<file path="src/rtl/sd_pkg.sv">
// Shared definitions for the SD serial block and its stimulus environment.
package sd_pkg;

   typedef enum logic {IDLE, SHIFT} src_state_t;

   localparam int SD_WORD_WIDTH = 8;
   localparam int SD_BIT_DIV    = 1;

endpackage

</file>
<file path="src/rtl/sd_serial_source.sv">
// Parallel-to-serial stimulus source for SD: accepts words over valid/ready and
// shifts them MSB-first on xs, each bit held DIV clocks, words streamed gap-free.
module sd_serial_source
   import sd_pkg::*;
#(
   parameter int   WIDTH    = SD_WORD_WIDTH,
   parameter int   DIV      = SD_BIT_DIV,
   parameter logic IDLE_BIT = 1'b0
) (
   input  logic             clk,
   input  logic             reset,
   input  logic             load_valid,
   input  logic [WIDTH-1:0] load_data,
   output logic             load_ready,
   output logic             xs,
   output logic             bit_strobe,
   output logic             word_done,
   output logic             busy
);

   localparam int IW = $clog2(WIDTH);
   localparam int DW = (DIV > 1) ? $clog2(DIV) : 1;
   localparam logic [IW-1:0] LAST_IDX = IW'(WIDTH - 1);
   localparam logic [DW-1:0] LAST_DIV = DW'(DIV - 1);

   src_state_t       state;
   logic [WIDTH-1:0] shreg;
   logic [IW-1:0]    bit_idx;
   logic [DW-1:0]    div_cnt;

   logic bit_end;
   logic last_cycle;
   logic transfer;

   // Handshake and word-boundary flags depend only on state and counters.
   always_comb begin
      bit_end    = (div_cnt == LAST_DIV);
      last_cycle = (state == SHIFT) && (bit_idx == LAST_IDX) && bit_end;
      load_ready = (state == IDLE) || last_cycle;
      word_done  = last_cycle;
      busy       = (state == SHIFT);
      transfer   = load_valid && load_ready;
   end

   always_ff @(posedge clk or negedge reset) begin
      if (!reset) begin
         state      <= IDLE;
         shreg      <= '0;
         bit_idx    <= '0;
         div_cnt    <= '0;
         xs         <= IDLE_BIT;
         bit_strobe <= 1'b0;
      end else begin
         bit_strobe <= 1'b0;
         if (transfer) begin
            shreg      <= load_data;
            xs         <= load_data[WIDTH-1];
            bit_strobe <= 1'b1;
            bit_idx    <= '0;
            div_cnt    <= '0;
            state      <= SHIFT;
         end else if (state == SHIFT) begin
            if (!bit_end) begin
               div_cnt <= div_cnt + 1'b1;
            end else if (bit_idx != LAST_IDX) begin
               // Rotate rather than zero-fill so the whole register stays live.
               shreg      <= {shreg[WIDTH-2:0], shreg[WIDTH-1]};
               xs         <= shreg[WIDTH-2];
               bit_idx    <= bit_idx + 1'b1;
               div_cnt    <= '0;
               bit_strobe <= 1'b1;
            end else begin
               state   <= IDLE;
               xs      <= IDLE_BIT;
               bit_idx <= '0;
               div_cnt <= '0;
            end
         end
      end
   end

endmodule
</file>
<file path="config.mk">
export PLATFORM = sky130hd
export DESIGN_NAME = sd_serial_source
export DESIGN_NICKNAME = d
export VERILOG_FILES = /design/src/rtl/sd_pkg.sv /design/src/rtl/sd_serial_source.sv
export SDC_FILE = /design/constraint.sdc
export NUM_CORES = 1
export LEC_CHECK = 0
export CAP_MARGIN = 10
export CORE_UTILIZATION = 50
export CTS_CLUSTER_SIZE = 25
export DETAILED_ROUTE_END_ITERATION = 8
export MAX_ROUTING_LAYER = met4
export PLACE_DENSITY = 0.89
export SYNTH_ARGS = -nofsm -noshare
export SYNTH_HDL_FRONTEND = slang
export SYNTH_SLANG_ARGS = --single-unit
</file>
<file path="constraint.sdc">
create_clock -name clk -period 2.2 [get_ports clk]
set_input_delay 0.44 -clock clk [delete_from_list [all_inputs] [get_ports clk]]
set_output_delay 0.44 -clock clk [all_outputs]
set_load 0.01 [all_outputs]
</file>
Yosys cells after proc, flatten, opt, wreduce, memory -nomap -nowiden. Index checks and enable logic that the tools add are counted.

Flip-flop bits (word level): 15. Output and inout port bits: 5. Word-level logic and storage cells: 43. Input port bits: 11.

Add/subtract/negate cells: 2. Muxes and demuxes: 22. Bitwise gates (word level): 2. Reduce and logical (&&, ||, !) cells: 8. Equal/unequal tests: 3.

Operator list (number): 8-bit two-way mux (4); 1-bit two-way mux (14); 3-bit two-way mux (4); 2-bit nonzero test (2); 3-bit by 1-bit adder with 3-bit output (second input constant) (1); 3-bit == test (second input constant) (1); 1-bit logical AND (3); 3-bit inequality test (second input constant) (1); 3-bit AND reduction (1); 2-bit by 1-bit inequality test with 1-bit output (second input constant) (1); 1-bit inverter (2); 2-bit AND reduction (1); 1-bit adder (second input constant) (1); 1-bit logical OR (1).

Logic depth before layout (Yosys ltp). Gate-level depths: netlist of the first run.

Depth after elaboration: 7. Gate-level depth with buffers: 5. Depth with buffers taken out: 5.

Least setup slack after synthesis of the first run. No wires, ideal clock.

Path type: register to output. Start point: reg bit_idx[0]. End point: out load_ready. Stages on the path, launching flop included: 5. Slack: 0.660 ns. Arrival: 1.100 ns. Path buffers: 0. Required time: 1.760 ns. Cell sequence: dfrtp_1 > ha_1 > ha_1 > and2b_2 > inv_4.

Cells in the longest elaborated chain, start to end: 4.

Ends and longest elaborated chain: start: declaration (line sd_serial_source.sv:28) `logic [IW-1:0] bit_idx;`; start signal: assignment (line sd_serial_source.sv:69) `bit_idx <= bit_idx + 1'b1;`; 3-bit == test (line sd_serial_source.sv:38) `last_cycle = (state == SHIFT) && (bit_idx == LAST_IDX) && bit_end;`; 1-bit logical AND (2 in a row) (line sd_serial_source.sv:38); 1-bit logical OR (line sd_serial_source.sv:39) `load_ready = (state == IDLE) || last_cycle;`; end: declaration (line sd_serial_source.sv:14) `output logic load_ready,`.

Every way passes these cells.

Final worst setup path of the first run. Ends and elaborated chain as after synthesis.

==> impl_metrics.tcl, run 1 <==
set metrics [dict create \
    die_w_um 39.0 \
    design.core.area_mm2 0.00119 \
    grt_max_degree 14 \
    critPathMostFrequentCell "ha_1" \
    netlist_instances 47 \
    status "finished, final reports clean" \
    syn-num-nets 60 \
    dr_total_vias 431 \
    antenna_found_initial 0 \
    gp_congestion 0.743 \
    core.rowCount 12 \
    cp.arrival_ps 1680 \
    drt_iter0_drc 8 \
    slowest_delay_ps 390 \
    grt_pass1_vias 434 \
    die_area_mm2 0.00152 \
    path_class "reg2out" \
    clk_pin_slew_ps 70 \
    wl_um 1190 \
    area_delta_synth_final_pct 29.0 \
    layout.nets 81 \
    min-delay-path-class "reg2reg" \
    clock_path_buffers 2 \
    ys_ff_latch 13 \
    crit_path_end_kind "output pin" \
    groute.usage.overall_pct 21.7 \
    power.leakage_nw 0.417 \
    io_pins 16 \
    finalInstanceArea_um2 885 \
    wl_per_cell_um 14.7 \
    grt_pass1_wl_um 1970 \
    drtPass1Iterations 4 \
    fin_total_pwr_w 0.00113 \
    ff2ff_setup_slack_ps 480 \
    drive_gt1_share_pct 35.8 \
    postRouteAntennaNets 0 \
    cts_root_buf "clkbuf_4" \
    setup_viol 0 \
    cts_tree "yes" \
    crit_path_max_fanout 6 \
    ys_warn_count 0 \
    drv_cap 0 \
    htree_levels 1 \
    tns_ps 0 \
    slew_headroom_pct 61.7 \
    finalClockSkew_ps 0.826 \
    post_dp_cell_area_um2 850 \
    vdd_drop_max_uv 785 \
    cp-start-kind "register" \
    initial_core_util_pct 57.8 \
    fmax_mhz 473 \
    cts_buffers 3 \
    portBuffers 15 \
    slew_violations 0 \
    die_y_um 39.0 \
    place_hpwl_um 918 \
    synth_area_um2 686 \
    drc 0 \
    rsz0062_at_grt "false" \
    crit_slowest_cell "dfrtp_1" \
    powerDensity_mw_per_mm2 1280 \
    avgViaCountPerCell 5.32 \
    crit_chain "ha_1 > ha_1 > and2b_2 > inv_4 > dlygate4sd2_1" \
    required_ps 1760 \
    antenna_cells 0 \
    clock-sinks 13 \
    ys_seq_area_share_pct 47.4 \
    min_period_ps 2120 \
    min_period_over_period_pct 96.2 \
    overflow 0 \
    worstMarginPinSlew_ps 573 \
    timing.final.hold_violations 0 \
    clk_latency_ps 280 \
    synth_area_per_cell_um2 14.6 \
    holdBufCountCts 0 \
    ys_types 19 \
]
==> cell usage in the layout (no fill, tap or decap), types with 2 or more instances in the layout <==
cell and count:
a32o_1 2, clkbuf_4 3, clkdlybuf4s50_1 13, buf_4 3, mux2_2 4, ha_1 2, mux2_4 11, dfrtp_1 13
mux2i_1 2
==> final cells by class <==
cell class	count	area (µm²)
Multi-Input combinational cell	30	332
Sequential cell	13	325
Fill cell	87	302
Timing Repair Buffer	18	174
Clock buffer	4	26.3
Tap cell	14	17.5
Inverter	2	10.0
==> path summary, 6_finish.rpt <==
kind	start	end	cells past startpoint
max	bit_idx[0]	load_ready	5
min	bit_idx[2]	bit_idx[2]	1
max reg2reg	bit_idx[0]	shreg[4]	6
min reg2reg	bit_idx[2]	bit_idx[2]	1
max in group asynchronous	reset	shreg[2]	1
min in group asynchronous	reset	bit_idx[2]	1
==> logic make-up after synthesis <==
| kind of cell | after synthesis | share of synthesized area [%] |
|---|---|---|
| fa+ha+maj | 2 | 3.65 |
| buf+inv | 4 | 4.20 |
| simple gates | 7 | 6.39 |
| compound gates | 4 | 4.74 |
| mux | 17 | 33.6 |
| flops | 13 | 47.4 |
==> flip-flops by register name, indices dropped and copies added, names as in the netlist <==
register    count
bit_strobe      1
shreg           8
bit_idx         3
xs              1
==> where the power goes <==
part | switching [W] | leakage, nW | internal (W)
sequential | 0.0000751 | 0.153 | 0.000362
clock | 0.0000752 | 0.0150 | 0.0000705
combinational | 0.000188 | 0.249 | 0.000360
==> critical path, delay by kind of cell, from the launching register on <==
family | cells | cell delay (ps)
adder cells (fa/ha/maj) | 2 | 430
AND/OR/NAND/NOR | 1 | 270
buffers and inverters | 2 | 300
flip-flops | 1 | 390
==> cell usage after synthesis <==
cell type	count	area [µm²]
mux2_4	11	165
and2b_2	1	8.76
and2_1	1	6.26
dfrtp_1	13	325
mux2_2	4	45.0
nand2_1	1	3.75
buf_6	1	11.3
nor2_1	1	3.75
mux2i_1	2	20.0
o21ai_0	1	5.00
inv_1	1	3.75
nand2b_2	1	8.76
inv_4	1	6.26
o211ai_1	1	7.51
a32o_1	2	20.0
ha_1	2	25.0
nand3_1	1	5.00
nand3b_1	1	7.51
buf_4	1	7.51
==> what timing repair did <==
action                     in CTS  in global routing
setup endpoints to repair       1                  1
resized for setup               1                  1
buffers inserted                1                  0
pin swaps                       0                  0
==> per-stage QoR <==
stage	utilization (%)	hold WS [ps]	setup slack, ps	std cells
2_1_floorplan	-	144	660	47
3_3_place_gp	71.6	477	210	76
3_5_place_dp	71.6	495	179	76
4_1_cts	74.4	512	13.6	81
5_1_grt	74.6	523	9.10	81
6_report	74.6	507	84.1	81
==> layer usage <==
metal / vias up / share of wire [%] / global-route usage [%]
met5: - / 0 / -
met4: 0 / 1.3 / 10.3
met3: 2 / 4.8 / 8.67
met2: 11 / 50 / 32.1
met1: 211 / 43 / 25.7
li1: 207 / - / -
No activity file was read; power rests on OpenSTA's default activity.
==> inputs of run 2 (changes only) <==
MAX_ROUTING_LAYER = default   (was met4)
==> results of run 2 <==
No change in the layout: final DEF, timing and power equal those of run 1.
Among the figures that moved: final weighted congestion in routability-driven placement 0.743 -> 0.734; overall routing resource usage 21.7% -> 21.1%
==> inputs of run 3 (changes only) <==
GPL_ROUTABILITY_DRIVEN = 0   (was default)
==> results of run 3 <==
No change in the layout: final DEF, timing and power equal those of run 1.
Among the figures that moved: overall routing resource usage 21.7% -> 21.1%
==> patch 1, RTL diff (settings of run 2) <==
Set the package constant `SD_WORD_WIDTH` to 16 (it was 8).
--- a/src/rtl/sd_pkg.sv
+++ b/src/rtl/sd_pkg.sv
@@ -4,5 +4,5 @@
    typedef enum logic {IDLE, SHIFT} src_state_t;
 
-   localparam int SD_WORD_WIDTH = 8;
+   localparam int SD_WORD_WIDTH = 16;
    localparam int SD_BIT_DIV    = 1;
 
Interface: changed (resized load_data); port bits go from 16 to 24. No check against the original RTL was run, so the function may have changed too.
==> patch 1 against run 2 <==
Final area rose by 65%. Power rose by 43%. Die area rose by 64%. Synthesized area rose by 68%. Setup slack improved by 6.3 ps. First-iteration DRC count rose to 3.5 times the old value. Wire length rose by 90%. Sequential cell count rose by 9. Highest routed layer unchanged.
==> patch 1: results (changes against run 2) <==
• library cell used as clock root buffer: sky130_fd_sc_hd__clkbuf_4
• wire length of the first global-routing pass: 4020 microns, +100%
• Post-Synth XOR/XNOR Area: 0.00761, +0.00761
• Setup crit end: word_done
• length in cells of the worst reg-to-reg path: 5, -1
• number of nets in the synthesized netlist: 127, +110%
• CTS Buffer Depth: 2, unchanged
• count of routing violations after the opening detailed-route iteration: 28, +20
• Cell Area, Placed: 1400 sq um, +65%
• antenna-violating nets left: 0, unchanged
• Largest regs: shreg x16, bit_idx x4
• proportion of synthesized chip area in sequential cells: 0.478, +0.00381
• CTS clk-pin slew, worst paths: 110 ps, +40 ps
• half-perimeter wire length after placement: 1570 microns, +71%
• post-synthesis compound-gate area fraction: 0.143, +0.0960
• layout cells sized above 1: 0.211, -0.148
• unique cell type count in the Yosys netlist: 29, +10
• routed via count: 878, +100%
• total global-route track usage: 0.213, +0.00116
• clock tree skew after final layout: 4.01 ps, +3.18 ps
• detailed-route wire length: 2260 microns, +90%
• Worst Tran Pin Value: 538 ps, -35.1 ps
• maximum fanout count along the critical path: 11, +5
• Synth Area in Adders: 0.0109, -0.0256
• number of placed instances with taps included: 155, +100%
• result of the run: complete, no violations
• minimum setup slack among reg-to-reg paths: 670 ps, +190 ps
• proportion of synthesized area in mux cells: 0.140, -0.196
• Vias/cell: 5.45, +2.5%
• main area contributors after synthesis: sky130_fd_sc_hd__dfrtp_1 48%, sky130_fd_sc_hd__mux2i_1 13%, sky130_fd_sc_hd__o21ai_2 7.6%
• Worst-Skew Late Latency: 290 ps
• start point of the critical path: bit_idx[1]
• worst reg2reg path endpoint: xs
• VDD IR-drop max: 0.594 mV, -24%
• Avg Cell Area, Syn: 10.8 sq um, -26%
• final weighted congestion in routability-driven placement: 0.790, +7.7%
• slowest cell on the critical path: sky130_fd_sc_hd__clkdlybuf4s50_1
• ratio of final minimum period to clock period: 0.959, -0.00285
• vias in the first global route: 908, +110%
• path class of the lowest-slack min-delay path: input pin to async pin
• leading cell types by count after synthesis: 22 x sky130_fd_sc_hd__dfrtp_1, 16 x sky130_fd_sc_hd__nand3_1, 15 x sky130_fd_sc_hd__mux2i_1
• Worst path max stage delay: 530 ps, +140 ps
• antenna violations before repair: 0, unchanged
• largest net degree at the start of global routing: 23, +9
• Port Buf Inserts: 23, +8
• worst slack at placement: 117 ps, -62.0 ps
• leakage power: 0.674 nW, +62%
• fillcell total: 168, +93%
• area of the placeable core: 2190 sq um, +85%
==> patch 1: metrics by stage <==
| stage | hold WS [ps] | utilization |
|---|---|---|
| 2_1_floorplan | 144 | - |
| 3_3_place_gp | 496 | 0.640 |
| 3_5_place_dp | 510 | 0.640 |
| 4_1_cts | 488 | 0.666 |
| 5_1_grt | 506 | 0.666 |
| 6_report | 485 | 0.666 |
==> patch 1: area by class of cell <==
class	count	share of cell area
flip-flops and latches	22	0.377
repair buffers	33	0.208
well taps	28	0.0240
inverters	3	0.00772
clock buffers	3	0.0154
multi-input cells	72	0.367
==> patch 1: how the worst min path moves through the flow <==
stage	start	end	slack [ps]	cells after the start
final	reset	shreg[9]	480	2
after detailed placement	shreg[12]	shreg[13]	510	2
after floorplan	reset	bit_idx[0]	140	0
after global routing	reset	bit_idx[3]	510	2
after global placement	shreg[13]	shreg[14]	500	2
after CTS	reset	xs	490	2
==> patch 1: timing repair <==
item | in CTS | in global routing
setup buffers | 3 | 0
endpoints found under the setup margin | 2 | 0
hold buffers | 0 | 0
hold endpoints to repair | 0 | 0
resized for setup | 3 | 0
==> patch 1: kinds of logic (layout without fill, tap and decap cells) <==
family / Yosys count / in the layout
xor gates and xnor gates: 1 / 1
AOI/OAI and AO/OA: 22 / 22
DFF: 22 / 22
adders and majority gates: 1 / 1
buffers and inverters: 13 / 39
muxes: 16 / 16
and+or+nand+nor: 32 / 32
==> patch 1: critical path, delay by kind of cell, from the launching register on <==
kind | cells | cell delay [ps]
buffers and inverters | 1 | 530
flip-flops | 1 | 410
AND/OR/NAND/NOR | 2 | 260
adder cells (fa/ha/maj) | 1 | 170
==> patch 1: layer usage <==
metal  up-vias  track usage  share of wire
met3         2       0.0278          0.014
met2        13        0.362           0.52
li1        433            -              -
met4         0       0.0714         0.0084
met5         -            0              0
met1       430        0.274           0.46
==> patch 1: where the power goes <==
part           switching [mW]  internal (mW)  leakage (nW)
Sequential              0.146          0.589         0.270
Combinational           0.324          0.380         0.390
Clock                   0.110         0.0636        0.0138
Total                   0.581           1.03         0.674
==> patch 2, RTL diff (config.mk and constraints of run 2) <==
Without the edit above. Make the reset (`reset`) synchronous in one clocked block.
--- a/src/rtl/sd_serial_source.sv
+++ b/src/rtl/sd_serial_source.sv
@@ -43,5 +43,5 @@
    end
 
-   always_ff @(posedge clk or negedge reset) begin
+   always_ff @(posedge clk) begin
       if (!reset) begin
          state      <= IDLE;
Function: differs if reset is asserted again (counterexample within 4 cycles, from zero or initial values and one cycle with reset low); with reset held inactive, the same outputs for 10 cycles.
==> patch 2 against run 2 <==
Wire length decreased by 8.7%. Setup slack improved by 51 ps. Sequential cell count unchanged. Final area decreased by 7.8%. Highest routed layer unchanged. Global-route usage is 3.0 points lower. Largest cell class unchanged. Synthesized area fell by 3.6%. Die area decreased by 3.5%.
Power is not compared: it rests on default switching activity, and its combinational part moved more than twofold at a synthesized area within 25%.
==> patch 2: results (changes against run 2) <==
• count of routing violations after the opening detailed-route iteration: 3, -5
• proportion of synthesized chip area in sequential cells: 0.394, -0.0805
• CTS clk-pin slew, worst paths: 80 ps
• leakage power: 0.390 nW
• CTS buffer count: 3, unchanged
• Worst path max stage delay: 530 ps, +140 ps
• minimum setup slack among reg-to-reg paths: 740 ps, +260 ps
• number of detailed-routing iterations run before antenna repair: 4, unchanged
• net switching fraction of the power: 0.248
• wire length of the first global-routing pass: 1790 microns, -9.1%
• number of nets in the synthesized netlist: 78, +30%
• layout cells sized above 1: 0.114, -0.244
• Worst-Skew Late Latency: 270 ps
• signal arrival time at the worst endpoint: 1630 ps, -50 ps
• vias in the first global route: 414, -4.6%
• htree depth: 1, unchanged
• setup bufs post-CTS: 0, -1
• async set-reset flop share out of synthesis: 0, -1.00
• maximum fanout count along the critical path: 4, -2
• leading cell types by count after synthesis: 13 x sky130_fd_sc_hd__dfxtp_1, 8 x sky130_fd_sc_hd__nand2_1, 7 x sky130_fd_sc_hd__mux2i_1, 7 x sky130_fd_sc_hd__o211a_1
• unique cell type count in the Yosys netlist: 24, +5
• detailed-route wire length: 1090 microns, -8.7%
• Vias/cell: 5.37, +0.84%
• VDD IR-drop max: 0.363 mV
• largest net degree at the start of global routing: 20, +6
• total number of yosys warnings: 0, unchanged
• slowest cell on the critical path: sky130_fd_sc_hd__clkdlybuf4s50_1
• final weighted congestion in routability-driven placement: 0.696, -5.1%
• Worst Tran Pin Value: 437 ps, -136 ps
• net count reported at finish: 93, +15%
• total global-route track usage: 0.181, -0.0300
• clock tree skew after final layout: 5.30 ps, +4.47 ps
• main area contributors after synthesis: sky130_fd_sc_hd__dfxtp_1 39%, sky130_fd_sc_hd__mux2i_1 11%, sky130_fd_sc_hd__o211a_1 11%
• Post-synth top flop: sky130_fd_sc_hd__dfxtp_1
• top cell family by delay on the critical path: buffers and inverters
• length in cells of the worst reg-to-reg path: 6, unchanged
• result of the run: complete, no violations
-- patch 2: changes by cell type after synthesis, moves of 5 or more --
| cell | delta |
|---|---|
| sky130_fd_sc_hd__dfrtp_1 | -13 |
| sky130_fd_sc_hd__dfxtp_1 | +13 |
| sky130_fd_sc_hd__o211a_1 | +7 |
| sky130_fd_sc_hd__nand2_1 | +7 |
| sky130_fd_sc_hd__mux2i_1 | +5 |
| sky130_fd_sc_hd__mux2_4 | -11 |
-- patch 2: path summary, 6_finish.rpt --
check / start / endpoint
worst min-delay path: shreg[4] / shreg[5]
worst max register to register: bit_idx[0] / xs
worst max-delay path: bit_idx[0] / load_ready
worst min register to register: shreg[4] / shreg[5]
-- patch 2: stage by stage --
stage               cell area [sq um]  worst slack [ps]  instances  hold WS [ps]   util
global placement                  786               411         89           482  0.671
floorplan                         661               765         65           471      -
finish                            816               135         93           499  0.697
detailed placement                786               399         89           485  0.671
global route                      816              38.3         93           518  0.697
CTS                               812              75.8         93           505  0.693
-- patch 2: area by class of cell --
| class | count | area [sq um] |
|---|---|---|
| well taps | 14 | 17.5 |
| flip-flops and latches | 13 | 262 |
| multi-input cells | 43 | 338 |
| repair buffers | 17 | 165 |
| fillers | 84 | 355 |
| inverters | 2 | 7.51 |
| clock buffers | 4 | 26.3 |
-- patch 2: kinds of logic after synthesis --
kind of cell | share of synthesized area
buf+inv | 0.0985
simple gates | 0.152
flops | 0.394
compound gates | 0.212
mux | 0.106
fa+ha+maj | 0.0379
-- patch 2: repair_timing --
item,in CTS,in global routing
resized for setup,0,2
hold buffers,0,0
setup endpoints to repair,0,1
-- patch 2: per-layer routing --
layer,GRT usage,vias to the layer above,part of all wire
met1,0.235,217,0.47
met5,0,-,0
li1,-,263,-
met2,0.267,17,0.46
met3,0.0349,2,0.064
met4,0.129,0,0.0074
